## src/rtl/sprite_pkg.sv

```systemverilog
`default_nettype none
// ============================================================================
//  Module   : sprite_pkg
//  Purpose  : Shared constants for the sprite blitter: FSM state encoding,
//             screen size defaults, colour/address widths, colour key and a
//             helper that picks the effective animation frame.
//  Revision : 1.0 - initial release
// ============================================================================
package sprite_pkg;

   localparam int COLOUR_W = 9;
   localparam int ADDR_W   = 12;

   localparam int SCREEN_W_DEFAULT = 160;
   localparam int SCREEN_H_DEFAULT = 120;

   localparam logic [COLOUR_W-1:0] TRANSPARENT_COLOUR_DEFAULT = 9'h1C7;

   // Blitter FSM encoding
   localparam logic [2:0] c_IDLE  = 3'd0;
   localparam logic [2:0] c_SETUP = 3'd1;
   localparam logic [2:0] c_RUN   = 3'd2;
   localparam logic [2:0] c_DRAIN = 3'd3;
   localparam logic [2:0] c_DONE  = 3'd4;

   // An out-of-range frame request falls back to frame 0.
   function automatic logic [2:0] effFrame(input logic [2:0] frame,
                                           input logic [2:0] animSteps);
      return (frame <= animSteps) ? frame : 3'd0;
   endfunction

endpackage
`default_nettype wire

```

## src/rtl/sprite_addr_gen.sv

```systemverilog
`default_nettype none
// ============================================================================
//  Module   : sprite_addr_gen
//  Purpose  : Column/row counters and word address generator for one sprite
//             draw. Computes the frame base address on load, then walks the
//             sprite row-major, one word per advance.
//  Ports    : Clock, Resetn (sync, active-low)
//             load      - capture geometry, compute base, clear counters
//             advance   - step to the next pixel (ignored on the last pixel)
//             frame, animSteps, width, height - sprite memory geometry
//             address   - pixel word address toward sprite memory
//             col, row  - coordinates of the pixel currently addressed
//             lastPixel - current pixel is the final one of the sprite
//             empty     - live geometry has zero width or height
//  Revision : 1.0 - initial release
// ============================================================================
module sprite_addr_gen
   import sprite_pkg::*;
(
   input  logic              Clock,
   input  logic              Resetn,
   input  logic              load,
   input  logic              advance,
   input  logic [2:0]        frame,
   input  logic [2:0]        animSteps,
   input  logic [4:0]        width,
   input  logic [4:0]        height,
   output logic [ADDR_W-1:0] address,
   output logic [4:0]        col,
   output logic [4:0]        row,
   output logic              lastPixel,
   output logic              empty
);

   logic [4:0]        r_width;
   logic [4:0]        r_height;
   logic [4:0]        r_col;
   logic [4:0]        r_row;
   logic [ADDR_W-1:0] r_address;

   logic [2:0]        w_frame;
   logic [ADDR_W-1:0] w_base;

   assign w_frame = effFrame(frame, animSteps);

   // Multiplying at ADDR_W bits gives the required truncation for free.
   assign w_base = {{(ADDR_W-3){1'b0}}, w_frame}
                 * {{(ADDR_W-5){1'b0}}, width}
                 * {{(ADDR_W-5){1'b0}}, height};

   assign empty     = (width == 5'd0) || (height == 5'd0);
   assign lastPixel = (r_col == r_width - 5'd1) && (r_row == r_height - 5'd1);

   always_ff @(posedge Clock) begin
      if (!Resetn) begin
         r_width   <= '0;
         r_height  <= '0;
         r_col     <= '0;
         r_row     <= '0;
         r_address <= '0;
      end else if (load) begin
         r_width   <= width;
         r_height  <= height;
         r_col     <= '0;
         r_row     <= '0;
         r_address <= w_base;
      end else if (advance && !lastPixel) begin
         r_address <= r_address + 1'b1;
         if (r_col == r_width - 5'd1) begin
            r_col <= '0;
            r_row <= r_row + 5'd1;
         end else begin
            r_col <= r_col + 5'd1;
         end
      end
   end

   assign address = r_address;
   assign col     = r_col;
   assign row     = r_row;

endmodule
`default_nettype wire

```

## src/rtl/sprite_blitter.sv

```systemverilog
`default_nettype none
// ============================================================================
//  Module   : sprite_blitter
//  Purpose  : Reads a sprite out of sprite memory and emits one plot strobe
//             per pixel (one per clock) toward the VGA framebuffer writer,
//             with off-screen clipping.
//  Ports    : Clock, Resetn (sync, active-low)
//             Start, SpriteId, Frame, PosX, PosY      - draw request
//             MemSel, Address                         - to sprite memory
//             Width, Height, AnimSteps, DataOut       - from sprite memory
//             PlotX, PlotY, Colour, Plot              - to framebuffer
//             Busy, Done                              - status
//  Options  : SPRITE_BLITTER_TRANSPARENCY_EN - when defined, pixels whose
//             colour equals TRANSPARENT_COLOUR are not plotted.
//  Revision : 1.0 - initial release
// ============================================================================
module sprite_blitter
   import sprite_pkg::*;
#(
   parameter int                  SCREEN_W           = SCREEN_W_DEFAULT,
   parameter int                  SCREEN_H           = SCREEN_H_DEFAULT,
   parameter int                  XW                 = 8,
   parameter int                  YW                 = 7,
   parameter logic [COLOUR_W-1:0] TRANSPARENT_COLOUR = TRANSPARENT_COLOUR_DEFAULT
)(
   input  logic                Clock,
   input  logic                Resetn,
   input  logic                Start,
   input  logic [2:0]          SpriteId,
   input  logic [2:0]          Frame,
   input  logic [XW-1:0]       PosX,
   input  logic [YW-1:0]       PosY,
   output logic [2:0]          MemSel,
   output logic [ADDR_W-1:0]   Address,
   input  logic [4:0]          Width,
   input  logic [4:0]          Height,
   input  logic [2:0]          AnimSteps,
   input  logic [COLOUR_W-1:0] DataOut,
   output logic [XW-1:0]       PlotX,
   output logic [YW-1:0]       PlotY,
   output logic [COLOUR_W-1:0] Colour,
   output logic                Plot,
   output logic                Busy,
   output logic                Done
);

`ifdef SPRITE_BLITTER_TRANSPARENCY_EN
   localparam bit c_KEY_EN = 1'b1;
`else
   localparam bit c_KEY_EN = 1'b0;
`endif

   localparam logic [XW:0] c_SCREEN_W = (XW+1)'(SCREEN_W);
   localparam logic [YW:0] c_SCREEN_H = (YW+1)'(SCREEN_H);

   // Control / request registers
   logic [2:0]    r_state;
   logic [2:0]    r_memSel;
   logic [2:0]    r_frame;
   logic [XW-1:0] r_posX;
   logic [YW-1:0] r_posY;

   // Address generator interface
   logic          w_load;
   logic          w_advance;
   logic [4:0]    w_col;
   logic [4:0]    w_row;
   logic          w_lastPixel;
   logic          w_empty;

   // Stage 1: address has been consumed by memory, DataOut valid this cycle
   logic          r_valid1;
   logic [4:0]    r_col1;
   logic [4:0]    r_row1;

   // Stage 2: framebuffer outputs
   logic [XW-1:0]       r_plotX;
   logic [YW-1:0]       r_plotY;
   logic [COLOUR_W-1:0] r_colour;
   logic                r_plot;

   logic [XW:0]   w_sumX;
   logic [YW:0]   w_sumY;
   logic          w_onScreen;
   logic          w_transparent;

   assign w_load    = (r_state == c_SETUP);
   assign w_advance = (r_state == c_RUN);

   sprite_addr_gen u_addrGen (
      .Clock     (Clock),
      .Resetn    (Resetn),
      .load      (w_load),
      .advance   (w_advance),
      .frame     (r_frame),
      .animSteps (AnimSteps),
      .width     (Width),
      .height    (Height),
      .address   (Address),
      .col       (w_col),
      .row       (w_row),
      .lastPixel (w_lastPixel),
      .empty     (w_empty)
   );

   // ------------------------------------------------------------------------
   // Control FSM
   // ------------------------------------------------------------------------
   always_ff @(posedge Clock) begin
      if (!Resetn) begin
         r_state  <= c_IDLE;
         r_memSel <= '0;
         r_frame  <= '0;
         r_posX   <= '0;
         r_posY   <= '0;
      end else begin
         case (r_state)
            c_IDLE: begin
               if (Start) begin
                  r_state  <= c_SETUP;
                  r_memSel <= SpriteId;
                  r_frame  <= Frame;
                  r_posX   <= PosX;
                  r_posY   <= PosY;
               end
            end
            // An empty sprite still passes through DRAIN so that every draw
            // finishes W*H+3 cycles after its Start.
            c_SETUP: r_state <= w_empty ? c_DRAIN : c_RUN;
            c_RUN:   if (w_lastPixel) r_state <= c_DRAIN;
            c_DRAIN: r_state <= c_DONE;
            c_DONE:  r_state <= c_IDLE;
            default: r_state <= c_IDLE;
         endcase
      end
   end

   // ------------------------------------------------------------------------
   // Pixel pipeline
   // ------------------------------------------------------------------------
   assign w_sumX = {1'b0, r_posX} + {{(XW-4){1'b0}}, r_col1};
   assign w_sumY = {1'b0, r_posY} + {{(YW-4){1'b0}}, r_row1};

   assign w_onScreen    = (w_sumX < c_SCREEN_W) && (w_sumY < c_SCREEN_H);
   assign w_transparent = c_KEY_EN && (DataOut == TRANSPARENT_COLOUR);

   always_ff @(posedge Clock) begin
      if (!Resetn) begin
         r_valid1 <= 1'b0;
         r_col1   <= '0;
         r_row1   <= '0;
         r_plotX  <= '0;
         r_plotY  <= '0;
         r_colour <= '0;
         r_plot   <= 1'b0;
      end else begin
         // Every RUN cycle issues exactly one address.
         r_valid1 <= (r_state == c_RUN);
         r_col1   <= w_col;
         r_row1   <= w_row;

         if (r_valid1) begin
            // Coordinates and colour update even for clipped pixels.
            r_plotX  <= w_sumX[XW-1:0];
            r_plotY  <= w_sumY[YW-1:0];
            r_colour <= DataOut;
            r_plot   <= w_onScreen && !w_transparent;
         end else begin
            r_plot   <= 1'b0;
         end
      end
   end

   assign MemSel = r_memSel;
   assign PlotX  = r_plotX;
   assign PlotY  = r_plotY;
   assign Colour = r_colour;
   assign Plot   = r_plot;
   assign Busy   = (r_state != c_IDLE);
   assign Done   = (r_state == c_DONE);

endmodule
`default_nettype wire

```

## config.mk

```make
export PLATFORM = sky130hd
export DESIGN_NAME = sprite_blitter
export DESIGN_NICKNAME = d
export VERILOG_FILES = /design/src/rtl/sprite_pkg.sv /design/src/rtl/sprite_addr_gen.sv /design/src/rtl/sprite_blitter.sv
export SDC_FILE = /design/constraint.sdc
export NUM_CORES = 1
export LEC_CHECK = 0
export CORE_AREA = 5 5 110 112
export DETAILED_ROUTE_END_ITERATION = 16
export DIE_AREA = 0 0 115 117
export PLACE_DENSITY_LB_ADDON = 0.05
export RECOVER_POWER = 100
export SYNTH_ARGS = -nofsm -noshare
export SYNTH_HDL_FRONTEND = slang
export SYNTH_SLANG_ARGS = --single-unit
export TNS_END_PERCENT = 30
```

## constraint.sdc

```tcl
create_clock -name Clock -period 8.2 [get_ports Clock]
set_input_delay 1.64 -clock Clock [delete_from_list [all_inputs] [get_ports Clock]]
set_output_delay 1.64 -clock Clock [all_outputs]
set_load 0.005 [all_outputs]
```

==> report_table.html <==
<table>
<tr><th>Metric</th><th>Value</th></tr>
<tr><th colspan="2">Power and ir drop</th></tr>
<tr><td>Leakage power figure</td><td>3.02 nW</td></tr>
<tr><td>Fraction of power consumed by the clock network</td><td>31.6%</td></tr>
<tr><td>Sequential cell fraction of total power</td><td>between 40% and 50%</td></tr>
<tr><td>Comb power frac</td><td>a little over a quarter</td></tr>
<tr><td>Total Power</td><td>~1.2 mW</td></tr>
<tr><td>Pwr/cell area</td><td>roughly 170 nW/µm²</td></tr>
<tr><td>Total net switching power</td><td>0.385 mW</td></tr>
<tr><td>Internal power contribution</td><td>0.836 mW</td></tr>
<tr><td>Net switching fraction of the power</td><td>31.6%</td></tr>
<tr><td>VDD IR-drop max</td><td>slightly below 0.1 mV</td></tr>
<tr><th colspan="2">Worst setup path</th></tr>
<tr><td>Max Fanout on Critical Path</td><td>5</td></tr>
<tr><td>Type of the worst setup path</td><td>primary input to flop</td></tr>
<tr><td>CP required</td><td>between 8 and 9 ns</td></tr>
<tr><td>Register-to-register setup slack</td><td>approximately 2.0 ns</td></tr>
<tr><td>Sort of element at the end of the critical path</td><td>flop</td></tr>
<tr><td>Critical Path Start Type</td><td>primary input</td></tr>
<tr><td>Data arrival time of the critical path</td><td>around 7.9 ns</td></tr>
<tr><th colspan="2">Status</th></tr>
<tr><td>Outcome</td><td>finished, violations left</td></tr>
<tr><td>Violated checks</td><td>capacitance limit, slew limit</td></tr>
<tr><th colspan="2">Yosys</th></tr>
<tr><td>Post-synthesis share of cell area spent on full adders, half adders and majority gates</td><td>between 15 and 20%</td></tr>
<tr><td>Mean area per synthesized cell</td><td>approximately 8.5 µm²</td></tr>
<tr><td>Number of distinct standard cells referenced by the synthesized netlist</td><td>between 50 and 60</td></tr>
<tr><td>Netlist area before placement</td><td>approximately 5800 µm²</td></tr>
<tr><td>Synthesized instance count</td><td>690</td></tr>
<tr><td>Number of synthesized flops with an enable pin</td><td>0</td></tr>
<tr><td>Share of async-settable or async-resettable flops after synthesis</td><td>0%</td></tr>
<tr><td>Net count of the mapped netlist</td><td>roughly 800</td></tr>
<tr><td>Yosys warns</td><td>0</td></tr>
<tr><td>Most instantiated flip-flop cell in the synthesis netlist</td><td>dfxtp_1</td></tr>
<tr><td>Share of the synthesized area in compound gates (AO/OA/AOI/OAI)</td><td>15.5%</td></tr>
<tr><td>Post-synthesis sequential element count</td><td>roughly 90</td></tr>
<tr><td>Area share of xor/xnor cells in the synthesized design</td><td>between 6 and 7%</td></tr>
<tr><td>Proportion of synthesized chip area in sequential cells</td><td>31.5%</td></tr>
<tr><td>Simple logic cell fraction of the synthesized area</td><td>between 20% and 30%</td></tr>
<tr><td>Dominant combinational cell family by area after synthesis</td><td>simple AND/OR/NAND/NOR gates</td></tr>
<tr><td>Multiplexer share of the synthesized area</td><td>between 3 and 4%</td></tr>
<tr><th colspan="2">Route</th></tr>
<tr><td>Met1 layer wirelength in the final routing</td><td>around 5400 µm</td></tr>
<tr><td>Post-detailed-route DRC marker count</td><td>0</td></tr>
<tr><td>Number of vias after detailed routing</td><td>4977</td></tr>
<tr><td>Wire length per cell after detailed routing</td><td>14.6 µm</td></tr>
<tr><td>Met3 wire length</td><td>765 µm</td></tr>
<tr><td>Highest metal used</td><td>met4</td></tr>
<tr><td>Number of iterations in the first detailed-routing pass</td><td>5</td></tr>
<tr><td>Wire length reported by the detailed router</td><td>13400 µm</td></tr>
<tr><td>Met2 WL post-DR</td><td>about 6900 µm</td></tr>
<tr><td>Initial DRC count</td><td>~230</td></tr>
<tr><td>Via/cell ratio</td><td>approximately 5.4</td></tr>
<tr><td>Number of nets with antenna violations after routing</td><td>0</td></tr>
<tr><th colspan="2">Global route</th></tr>
<tr><td>Largest net degree at the start of global routing</td><td>60</td></tr>
<tr><td>Via count of the first global-routing pass</td><td>4992</td></tr>
<tr><td>First-pass GRT wire length</td><td>approximately 23000 µm</td></tr>
<tr><td>Total routing usage reported by global routing</td><td>approximately a fifth</td></tr>
<tr><td>Congestion Overflow GR</td><td>0</td></tr>
<tr><td>Number of antenna violations at the first check in global routing</td><td>0</td></tr>
<tr><th colspan="2">STA</th></tr>
<tr><td>Final period util</td><td>between 90% and 100%</td></tr>
<tr><td>Highest attainable clock frequency</td><td>roughly 130 MHz</td></tr>
<tr><td>Final Hold Viols</td><td>0</td></tr>
<tr><td>Max transition margin</td><td>-78.5%</td></tr>
<tr><td>Worst-case clock skew</td><td>just over 0.008 ns</td></tr>
<tr><td>Tightest Pin Transition</td><td>between 2 and 3 ns</td></tr>
<tr><td>Final worst path period need</td><td>approximately 7.7 ns</td></tr>
<tr><td>Setup repair after global routing missed its margin</td><td>no</td></tr>
<tr><td>Setup WS post-layout</td><td>0.525 ns</td></tr>
<tr><td>Count of final setup violators</td><td>0</td></tr>
<tr><td>Number of max-slew violations in the final report</td><td>60</td></tr>
<tr><th colspan="2">Layout</th></tr>
<tr><td>Most frequent cells in the layout</td><td>92 x dfxtp_1, 92 x nand2_1, 55 x a21oi_1, 54 x inv_1, 48 x nor2_1</td></tr>
<tr><td>Antenna cells</td><td>0</td></tr>
<tr><td>Finished Layout Cells</td><td>between 900 and 1k</td></tr>
<tr><td>Area Overhead vs Synth</td><td>22.0%</td></tr>
<tr><td>Nets</td><td>a little under 900</td></tr>
<tr><td>Final std cell area, no fill</td><td>between 7000 and 8000 µm²</td></tr>
<tr><td>Utilization of the core after routing</td><td>between 60% and 70%</td></tr>
<tr><td>Layout cells sized above 1</td><td>around 3.8%</td></tr>
<tr><th colspan="2">Place</th></tr>
<tr><td>Worst setup slack before clock tree synthesis</td><td>-0.0516 ns</td></tr>
<tr><td>Placer's final routability congestion estimate</td><td>about 0.85</td></tr>
<tr><td>Cell area reported after detailed placement</td><td>roughly 7000 µm²</td></tr>
<tr><td>Placed cells</td><td>about 900</td></tr>
<tr><td>IO buf count</td><td>between 80 and 90</td></tr>
<tr><td>Sum of net half-perimeters after detailed placement</td><td>10100 µm</td></tr>
<tr><th colspan="2">Run</th></tr>
<tr><td>Total of max-cap violations</td><td>1</td></tr>
<tr><th colspan="2">Die</th></tr>
<tr><td>Initial core utilization</td><td>52.5%</td></tr>
<tr><td>Ports</td><td>88</td></tr>
<tr><td>Width of the die</td><td>~120 µm</td></tr>
<tr><td>CORE AREA</td><td>~11000 µm²</td></tr>
<tr><td>Die span in y</td><td>approximately 120 µm</td></tr>
<tr><td>Area of the die</td><td>roughly 13000 µm²</td></tr>
<tr><td>Row count</td><td>39</td></tr>
<tr><th colspan="2">Clock network</th></tr>
<tr><td>Deepest clock path buffer count</td><td>2</td></tr>
<tr><td>Hold_buf cts</td><td>0</td></tr>
<tr><td>Clock H-tree levels</td><td>3</td></tr>
<tr><td>Cell at the root of the clock tree</td><td>clkbuf_16</td></tr>
<tr><td>Clock latency at the later pin of the worst-skew pair</td><td>~0.34 ns</td></tr>
<tr><td>Clock tree from TritonCTS</td><td>built</td></tr>
<tr><td>Resize count post-CTS</td><td>0</td></tr>
<tr><td>Buffers inserted during post-CTS setup optimization</td><td>0</td></tr>
<tr><td>Sinks on Clock Net</td><td>92</td></tr>
<tr><td>Clock input transition at the sequential cells of the worst setup and hold paths</td><td>around 0.07 ns</td></tr>
<tr><td>Number of clock buffers inserted by TritonCTS</td><td>9</td></tr>
<tr><th colspan="2">Worst hold path</th></tr>
<tr><td>Type of the tightest min-delay check</td><td>flop to flop</td></tr>
</table>
-- synthesized netlist by cell type (2+ instances only) --
cell       instances  area [µm²]
dfxtp_1           92        1840
nand2_1           92         345
a21oi_1           55         275
inv_1             54         203
nor2_1            48         180
ha_1              45         563
and2_1            40         250
o21ai_0           27         135
xnor2_1           27         236
clkbuf_1          25        93.8
fa_1              23         460
mux2i_1           21         210
xor2_1            13         114
a211oi_1          12        90.1
nor2b_1            9        56.3
nand3_1            8        40.0
a21o_1             7        52.6
a311oi_1           7        61.3
a31oi_1            7        43.8
nor3_1             7        35.0
and3_1             6        37.5
nand4_1            6        37.5
nor3b_1            6        45.0
o2111ai_1          5        43.8
o21a_1             5        37.5
a2111oi_0          3        26.3
buf_1              3        11.3
nand2b_1           3        18.8
nand3b_1           3        22.5
or3_1              3        18.8
a21boi_0           2        15.0
and4_1             2        17.5
o22ai_1            2        12.5
or4_1              2        15.0
-- worst max-delay path: stages --
cell and delay (ns):
clkdlybuf4s50_1 0.46, inv_1 0.04, ha_1 0.29, nor2b_1 0.13
o21ai_0 0.14, a32oi_1 0.11, nor2b_1 0.29, nand2_1 0.13
fa_1 0.55, inv_1 0.04, ha_1 0.23, fa_1 0.43
xor2_2 0.23, and2_0 0.19, fa_1 0.45, fa_1 0.55
inv_1 0.05, fa_1 0.53, inv_1 0.04, ha_1 0.33
nor2_1 0.14, nor2b_1 0.09, a2111oi_2 0.42, nor3_1 0.09
o31ai_1 0.24, a21oi_1 0.06
-- cell type report --
class | instances | area [µm²]
inverter | 55 | 206
multi-input combinational | 514 | 3690
clock buffer | 9 | 225
sequential | 92 | 1840
fill | 1016 | 4000
clock inverter | 7 | 56.3
tap | 143 | 179
timing repair buffer | 95 | 920
-- through the flow --
| stage | setup TNS [ns] | hold slack [ns] |
|---|---|---|
| final | 0 | 0.463 |
| after global routing | 0 | 0.482 |
| after CTS | 0 | 0.464 |
| after detailed placement | -0.0516 | 0.459 |
| after global placement | 0 | 0.442 |
| after floorplan | 0 | 0.436 |
-- flip-flops by register name, summed over array words and instances (netlist names), 3 cells and up --
register            cells
u_addrGen.r_height      5
r_frame                 3
u_addrGen.r_width       5
PlotY                   7
u_addrGen.address      12
u_addrGen.col           5
r_posX                  8
MemSel                  3
r_col1                  5
PlotX                   8
r_posY                  7
r_row1                  5
Colour                  9
r_state                 3
u_addrGen.row           5
-- cell families after synthesis --
| group | count (synthesis) |
|---|---|
| xor gates and xnor gates | 41 |
| buffers and inverters | 84 |
| muxes | 21 |
| AOI/OAI and AO/OA | 143 |
| DFF | 92 |
| adders and majority gates | 68 |
| and+or+nand+nor | 241 |
-- power groups by stage --
stage	Clock [mW]	Combinational (mW)	Sequential (mW)
6_report	0.386	0.321	0.514
5_1_grt	0.416	0.367	0.518
4_1_cts	0.396	0.332	0.514
3_5_place_dp	0	0.329	0.524
3_3_place_gp	0	0.323	0.522
2_1_floorplan	0	0.215	0.517
-- routing by layer --
layer	up-vias	global-route usage, %
li1	2504	-
met5	-	0
met2	109	38.2
met4	0	8.37
met1	2340	24.1
met3	24	3.70
-- worst paths after layout --
kind,to,cells after the start,start
setup / recovery,u_addrGen.address[10]$_SDFFE_PN0P_,26,AnimSteps[1]
hold / removal,r_posY[3]$_SDFFE_PN0P_,2,r_posY[3]$_SDFFE_PN0P_
setup reg to reg,u_addrGen.address[10]$_SDFFE_PN0P_,24,r_frame[1]$_SDFFE_PN0P_
hold reg to reg,r_posY[3]$_SDFFE_PN0P_,2,r_posY[3]$_SDFFE_PN0P_
Power figures use the tool's default switching activity.
==> edit 1 (same flow settings) <==
Register the output `MemSel` once more, cleared by the reset; this adds one clock of latency there. The other outputs are not delayed to match.
--- a/src/rtl/sprite_blitter.sv
+++ b/src/rtl/sprite_blitter.sv
@@ -171,7 +171,13 @@
       end
    end
 
-   assign MemSel = r_memSel;
+   always_ff @(posedge Clock) begin
+      if (!Resetn) begin
+         MemSel <= '0;
+      end else begin
+         MemSel <= r_memSel;
+      end
+   end
    assign PlotX  = r_plotX;
    assign PlotY  = r_plotY;
    assign Colour = r_colour;
Formal check against the unedited RTL: not equivalent (a bounded check fails within 4 cycles, from zero or initial values and one cycle with Resetn low).
==> edit 1 against the unedited design <==
  * Sequential power up 2%
  * First-iteration DRC count grew 5.2%
  * Sequential cell count up 3
  * Critical path type unchanged
  * Routed wire length is 0.28% lower
  * Clock power increased by 17%
  * Combinational power down 5%
  * Power increased by 4.9%
  * Via count fell by 2.0%
  * Largest power group unchanged
  * The flow still finishes with violations (max-capacitance violations, max-slew violations)
  * Setup slack lost 65 ps
  * Synthesized area grew 1.3%
  * Final area up 0.79%
  * Global-route usage down 0.22 points
  * Register-to-register slack got worse by 90 ps
==> edit 1: results (changes against the unedited design) <==
{| class="wikitable"
! Metric !! Value
|-
| Worst reg-to-reg setup slack || 1920 ps (-90 ps)
|-
| Met3 Resource Use GR || 0.04576 (+0.008740)
|-
| Met2 routed wirelength || 6694 um (-3.3%)
|-
| Post-route worst hold slack || 457.3 ps (-5.280 ps)
|-
| Sequential-to-total area share from yosys stat || 0.3214 (+0.006015)
|-
| Number of vias in the routed layout || 4877 (-2.0%)
|-
| WHS Endpoint || r_memSel[0]$_SDFFE_PN0P_
|-
| Slew Viols, Final || 49 (-18%)
|-
| Worst-Margin Slew || 2267 ps (-410.0 ps)
|-
| Worst VDD drop || 0.0001228 V (+27%)
|-
| First-pass DRT Iterations || 5 (unchanged)
|-
| Share of layout cells above drive strength 1 || 0.04314 (+0.005572)
|-
| Top post-synthesis cells by area || sky130_fd_sc_hd__dfxtp_1, sky130_fd_sc_hd__ha_1, sky130_fd_sc_hd__fa_1, sky130_fd_sc_hd__nand2_1, sky130_fd_sc_hd__and2_1
|-
| Cell Area, Placed || 6840 sq um (about the same)
|-
| Global routing usage on met1 || 0.2481 (+0.006917)
|-
| Fillcell total || 981 (-3.4%)
|-
| Source-to-sink clock delay at the later pin of the worst-skew pair || 340 ps (about the same)
|-
| Worst R2R Path Depth || 26 (+8.3%)
|-
| Commonest cells post-synth || sky130_fd_sc_hd__nand2_1, sky130_fd_sc_hd__dfxtp_1, sky130_fd_sc_hd__a21oi_1
|-
| Met2 capacity usage during global routing || 0.3654 (-0.01659)
|-
| Maximum level of the CTS H-tree || 3 (unchanged)
|-
| DRT met1 WL || 5830 um (+7.2%)
|-
| Violations in the final reports || max-capacitance violations, max-slew violations
|-
| Count of different cell masters after synthesis || 61 (+13%)
|-
| Final worst clock skew || 4.859 ps (-3.270 ps)
|-
| R2r endpoint || u_addrGen.address[11]$_SDFFE_PN0P_
|-
| Max cap viols || 1 (unchanged)
|-
| Vias per inst || 5.371 (-1.3%)
|-
| Final HPWL DP || 10220 um (+1.3%)
|-
| Run status || complete, but fails checks
|-
| Total wire length || 13350 um (-0.28%)
|-
| Global placement routability congestion || 0.8486 (-0.54%)
|-
| Post-synth net total || 801 (-0.37%)
|-
| Pin count of the biggest net entering global routing || 49 (-18%)
|-
| First-pass GRT wire length || 22310 um (-2.7%)
|-
| Beginning of the worst hold path || r_memSel[0]$_SDFFE_PN0P_
|-
| Total track usage || 0.2065 (-0.002201)
|}
## edit 1: final cells by class
cell class,instances,area [sq um],area share
Multi-Input combinational cell,518,3712,0.5171
Sequential cell,95,1902,0.2649
Timing Repair Buffer,91,893.4,0.1244
Clock buffer,11,242.7,0.03381
Tap cell,143,178.9,0.02492
Inverter,45,168.9,0.02353
Clock inverter,5,81.33,0.01133
## edit 1: how the worst max path moves through the flow
stage	startpoint	to	slack [ps]	cells after the start
3_5_place_dp	AnimSteps[1]	u_addrGen.address[11]$_SDFFE_PN0P_	10	28
4_1_cts	AnimSteps[1]	u_addrGen.address[11]$_SDFFE_PN0P_	350	28
2_1_floorplan	AnimSteps[1]	u_addrGen.address[11]$_SDFFE_PN0P_	1010	26
3_3_place_gp	AnimSteps[1]	u_addrGen.address[11]$_SDFFE_PN0P_	290	27
6_report	AnimSteps[1]	u_addrGen.address[11]$_SDFFE_PN0P_	460	28
5_1_grt	AnimSteps[1]	u_addrGen.address[11]$_SDFFE_PN0P_	10	27
## edit 1: kinds of logic (layout without fill, tap and decap cells)
group	after synthesis	in the layout	share of synthesized area
multiplexers	23	23	0.03933
AND/OR/NAND/NOR	259	259	0.2138
XOR/XNOR	46	46	0.06809
adder cells (fa/ha/maj)	69	69	0.1747
flip-flops	95	95	0.3214
AO/OA/AOI/OAI	121	121	0.1277
buffers and inverters	74	152	0.05498
## edit 1: critical path, cell delays in order
cell                              delay, ps
sky130_fd_sc_hd__clkdlybuf4s50_1        450
sky130_fd_sc_hd__inv_1                   40
sky130_fd_sc_hd__ha_1                   290
sky130_fd_sc_hd__nor2b_1                140
sky130_fd_sc_hd__o21ai_0                150
sky130_fd_sc_hd__a32oi_1                140
sky130_fd_sc_hd__nor2b_2                240
sky130_fd_sc_hd__nand2_1                120
sky130_fd_sc_hd__fa_1                   560
sky130_fd_sc_hd__inv_1                   80
sky130_fd_sc_hd__ha_1                   290
sky130_fd_sc_hd__a21o_1                 170
sky130_fd_sc_hd__a21oi_1                270
sky130_fd_sc_hd__xnor2_2                190
sky130_fd_sc_hd__and2_1                 180
sky130_fd_sc_hd__fa_1                   450
sky130_fd_sc_hd__fa_1                   560
sky130_fd_sc_hd__inv_1                   60
sky130_fd_sc_hd__fa_1                   540
sky130_fd_sc_hd__inv_1                   50
sky130_fd_sc_hd__ha_1                   360
sky130_fd_sc_hd__nand2_1                 80
sky130_fd_sc_hd__o21ai_0                 70
sky130_fd_sc_hd__a41oi_1                250
sky130_fd_sc_hd__o21ai_0                160
sky130_fd_sc_hd__xnor2_1                200
sky130_fd_sc_hd__xnor2_1                140
sky130_fd_sc_hd__o22ai_1                100
## edit 1: where the power goes
group,internal [mW],switching [mW]
combinational,0.137,0.168
clock,0.276,0.175
sequential,0.495,0.0309
total,0.908,0.373
==> edit 2 (config.mk and constraints unchanged) <==
Made on the original files. Set the localparam `c_KEY_EN` to 1'b1 (it was 1'b0).
--- a/src/rtl/sprite_blitter.sv
+++ b/src/rtl/sprite_blitter.sv
@@ -47,7 +47,7 @@
 `ifdef SPRITE_BLITTER_TRANSPARENCY_EN
    localparam bit c_KEY_EN = 1'b1;
 `else
-   localparam bit c_KEY_EN = 1'b0;
+   localparam bit c_KEY_EN = 1'b1;
 `endif
 
    localparam logic [XW:0] c_SCREEN_W = (XW+1)'(SCREEN_W);
Formal check against the unedited RTL: not equivalent (Yosys sat finds a counterexample within 10 cycles, from zero or initial values and one cycle with Resetn low).
==> edit 2 against the unedited design <==
  * Sequential cell count is the same
  * Synthesized area grew 2.0%
  * Setup slack lost 130 ps
  * Largest power group unchanged
  * Combinational power shrank 20%
  * Power shrank 1.7%
  * The run still ends with max-capacitance violations, max-slew violations left
  * Final area grew 1.9%
  * Clock skew is essentially flat
  * Register-to-register slack lost 120 ps
  * Routed wire length grew 3.4%
==> edit 2: results (changes against the unedited design) <==
{| class="wikitable"
! Metric !! Value
|-
| Max cap viols || 1 (unchanged)
|-
| Sequential-to-total area share from yosys stat || 0.3092 (-0.006227)
|-
| Violations in the final reports || max-capacitance violations, max-slew violations
|-
| R2r endpoint || u_addrGen.address[11]$_SDFFE_PN0P_
|-
| Multi-input combinational gate total || 508 (-1.2%)
|-
| Run status || complete, but fails checks
|-
| Post-synth net total || 795 (-1.1%)
|-
| Global placement routability congestion || 0.8603 (+0.83%)
|-
| Total placed cells including tap cells || 888 (-1.2%)
|-
| Multi-input gate share of the layout cell area || 0.5247 (+0.006022)
|-
| Slew Viols, Final || 63 (+5.0%)
|-
| Sequential cell area share || 0.2537 (-0.004901)
|-
| Worst VDD drop || 0.00009130 V (-5.6%)
|-
| First-pass DRT Iterations || 4 (-1)
|-
| Clock Network Area Fraction || 0.04498 (+0.005455)
|-
| Vias per inst || 5.430 (-0.17%)
|-
| Pin count of the biggest net entering global routing || 63 (+5.0%)
|-
| Layout Utilization || 0.6526 (+0.01237)
|-
| Worst R2R Path Depth || 23 (-4.2%)
|-
| Final cell count without fillers || 904 (-1.2%)
|-
| Share of layout cells above drive strength 1 || 0.05125 (+0.01368)
|-
| Final HPWL DP || 10360 um (+2.6%)
|-
| Final worst clock skew || 8.007 ps (-0.1224 ps)
|-
| Fillcell total || 952 (-6.3%)
|-
| Total track usage || 0.2145 (+0.005764)
|-
| Number of DRC markers after the initial detailed-route iteration || 263 (+13%)
|-
| WP data arrival || 8070 ps (+180 ps)
|-
| Beginning of the worst hold path || MemSel[0]$_SDFFE_PN0P_
|-
| Cell Area, Placed || 6919 sq um (+1.2%)
|-
| Worst-case headroom to the max-slew limit || -0.2738 (+0.5110)
|-
| Wire length per cell after detailed routing || 15.31 um (+4.6%)
|-
| Post-route worst hold slack || 452.3 ps (-10.31 ps)
|}
[edit 2: layer usage]
layer | global-route usage | wire (um) | part of all wire
met5 | 0 | 0 | 0
met4 | 0.07512 | 282 | 0.020
met3 | 0.03805 | 796 | 0.058
met2 | 0.3823 | 6832 | 0.49
met1 | 0.2608 | 5932 | 0.43
[edit 2: worst max-delay path by stage]
stage / start / to / slack [ps]
after global routing: AnimSteps[1] / u_addrGen.address[11]$_SDFFE_PN0P_ / -4
after global placement: AnimSteps[1] / u_addrGen.address[11]$_SDFFE_PN0P_ / 160
after floorplan: AnimSteps[1] / u_addrGen.address[11]$_SDFFE_PN0P_ / 880
after CTS: AnimSteps[1] / u_addrGen.address[11]$_SDFFE_PN0P_ / 190
after detailed placement: AnimSteps[1] / u_addrGen.address[11]$_SDFFE_PN0P_ / -130
final: AnimSteps[1] / u_addrGen.address[11]$_SDFFE_PN0P_ / 390
[edit 2: worst reg2reg max path: stages (launching register included)]
cell and delay, ps:
sky130_fd_sc_hd__dfxtp_1 320, sky130_fd_sc_hd__ha_1 280, sky130_fd_sc_hd__nor2b_1 130, sky130_fd_sc_hd__o21ai_0 140
sky130_fd_sc_hd__a32oi_1 120, sky130_fd_sc_hd__nor2b_2 230, sky130_fd_sc_hd__nand2_1 140, sky130_fd_sc_hd__fa_1 570
sky130_fd_sc_hd__inv_1 50, sky130_fd_sc_hd__ha_1 230, sky130_fd_sc_hd__fa_1 440, sky130_fd_sc_hd__xor2_2 220
sky130_fd_sc_hd__and2_1 190, sky130_fd_sc_hd__fa_1 490, sky130_fd_sc_hd__fa_1 560, sky130_fd_sc_hd__inv_1 60
sky130_fd_sc_hd__fa_1 550, sky130_fd_sc_hd__inv_1 50, sky130_fd_sc_hd__ha_1 220, sky130_fd_sc_hd__or3_1 390
sky130_fd_sc_hd__o211ai_1 240, sky130_fd_sc_hd__o21ai_1 110, sky130_fd_sc_hd__xnor3_1 370, sky130_fd_sc_hd__o22ai_2 140
[edit 2: repair_timing]
item / in CTS / in global routing
hold buffers: 0 / 0
gates resized for setup: 0 / 5
setup endpoints to repair: 0 / 1
[edit 2: report_power, final]
group | internal, mW | leakage, nW | switching (mW)
logic | 0.117 | 2.15 | 0.140
registers | 0.471 | 0.748 | 0.0239
clock network | 0.277 | 0.152 | 0.171
[edit 2: cell families (layout without fill, tap and decap cells)]
logic type                 count (synthesis)  after routing  synth area share
and+or+nand+nor                          250            250            0.2203
muxes                                     19             19           0.03214
AOI/OAI and AO/OA                        124            124            0.1359
adders and majority gates                 69             69            0.1735
buffers and inverters                     81            161           0.05440
xor gates and xnor gates                  46             46           0.07456
DFF                                       92             92            0.3092
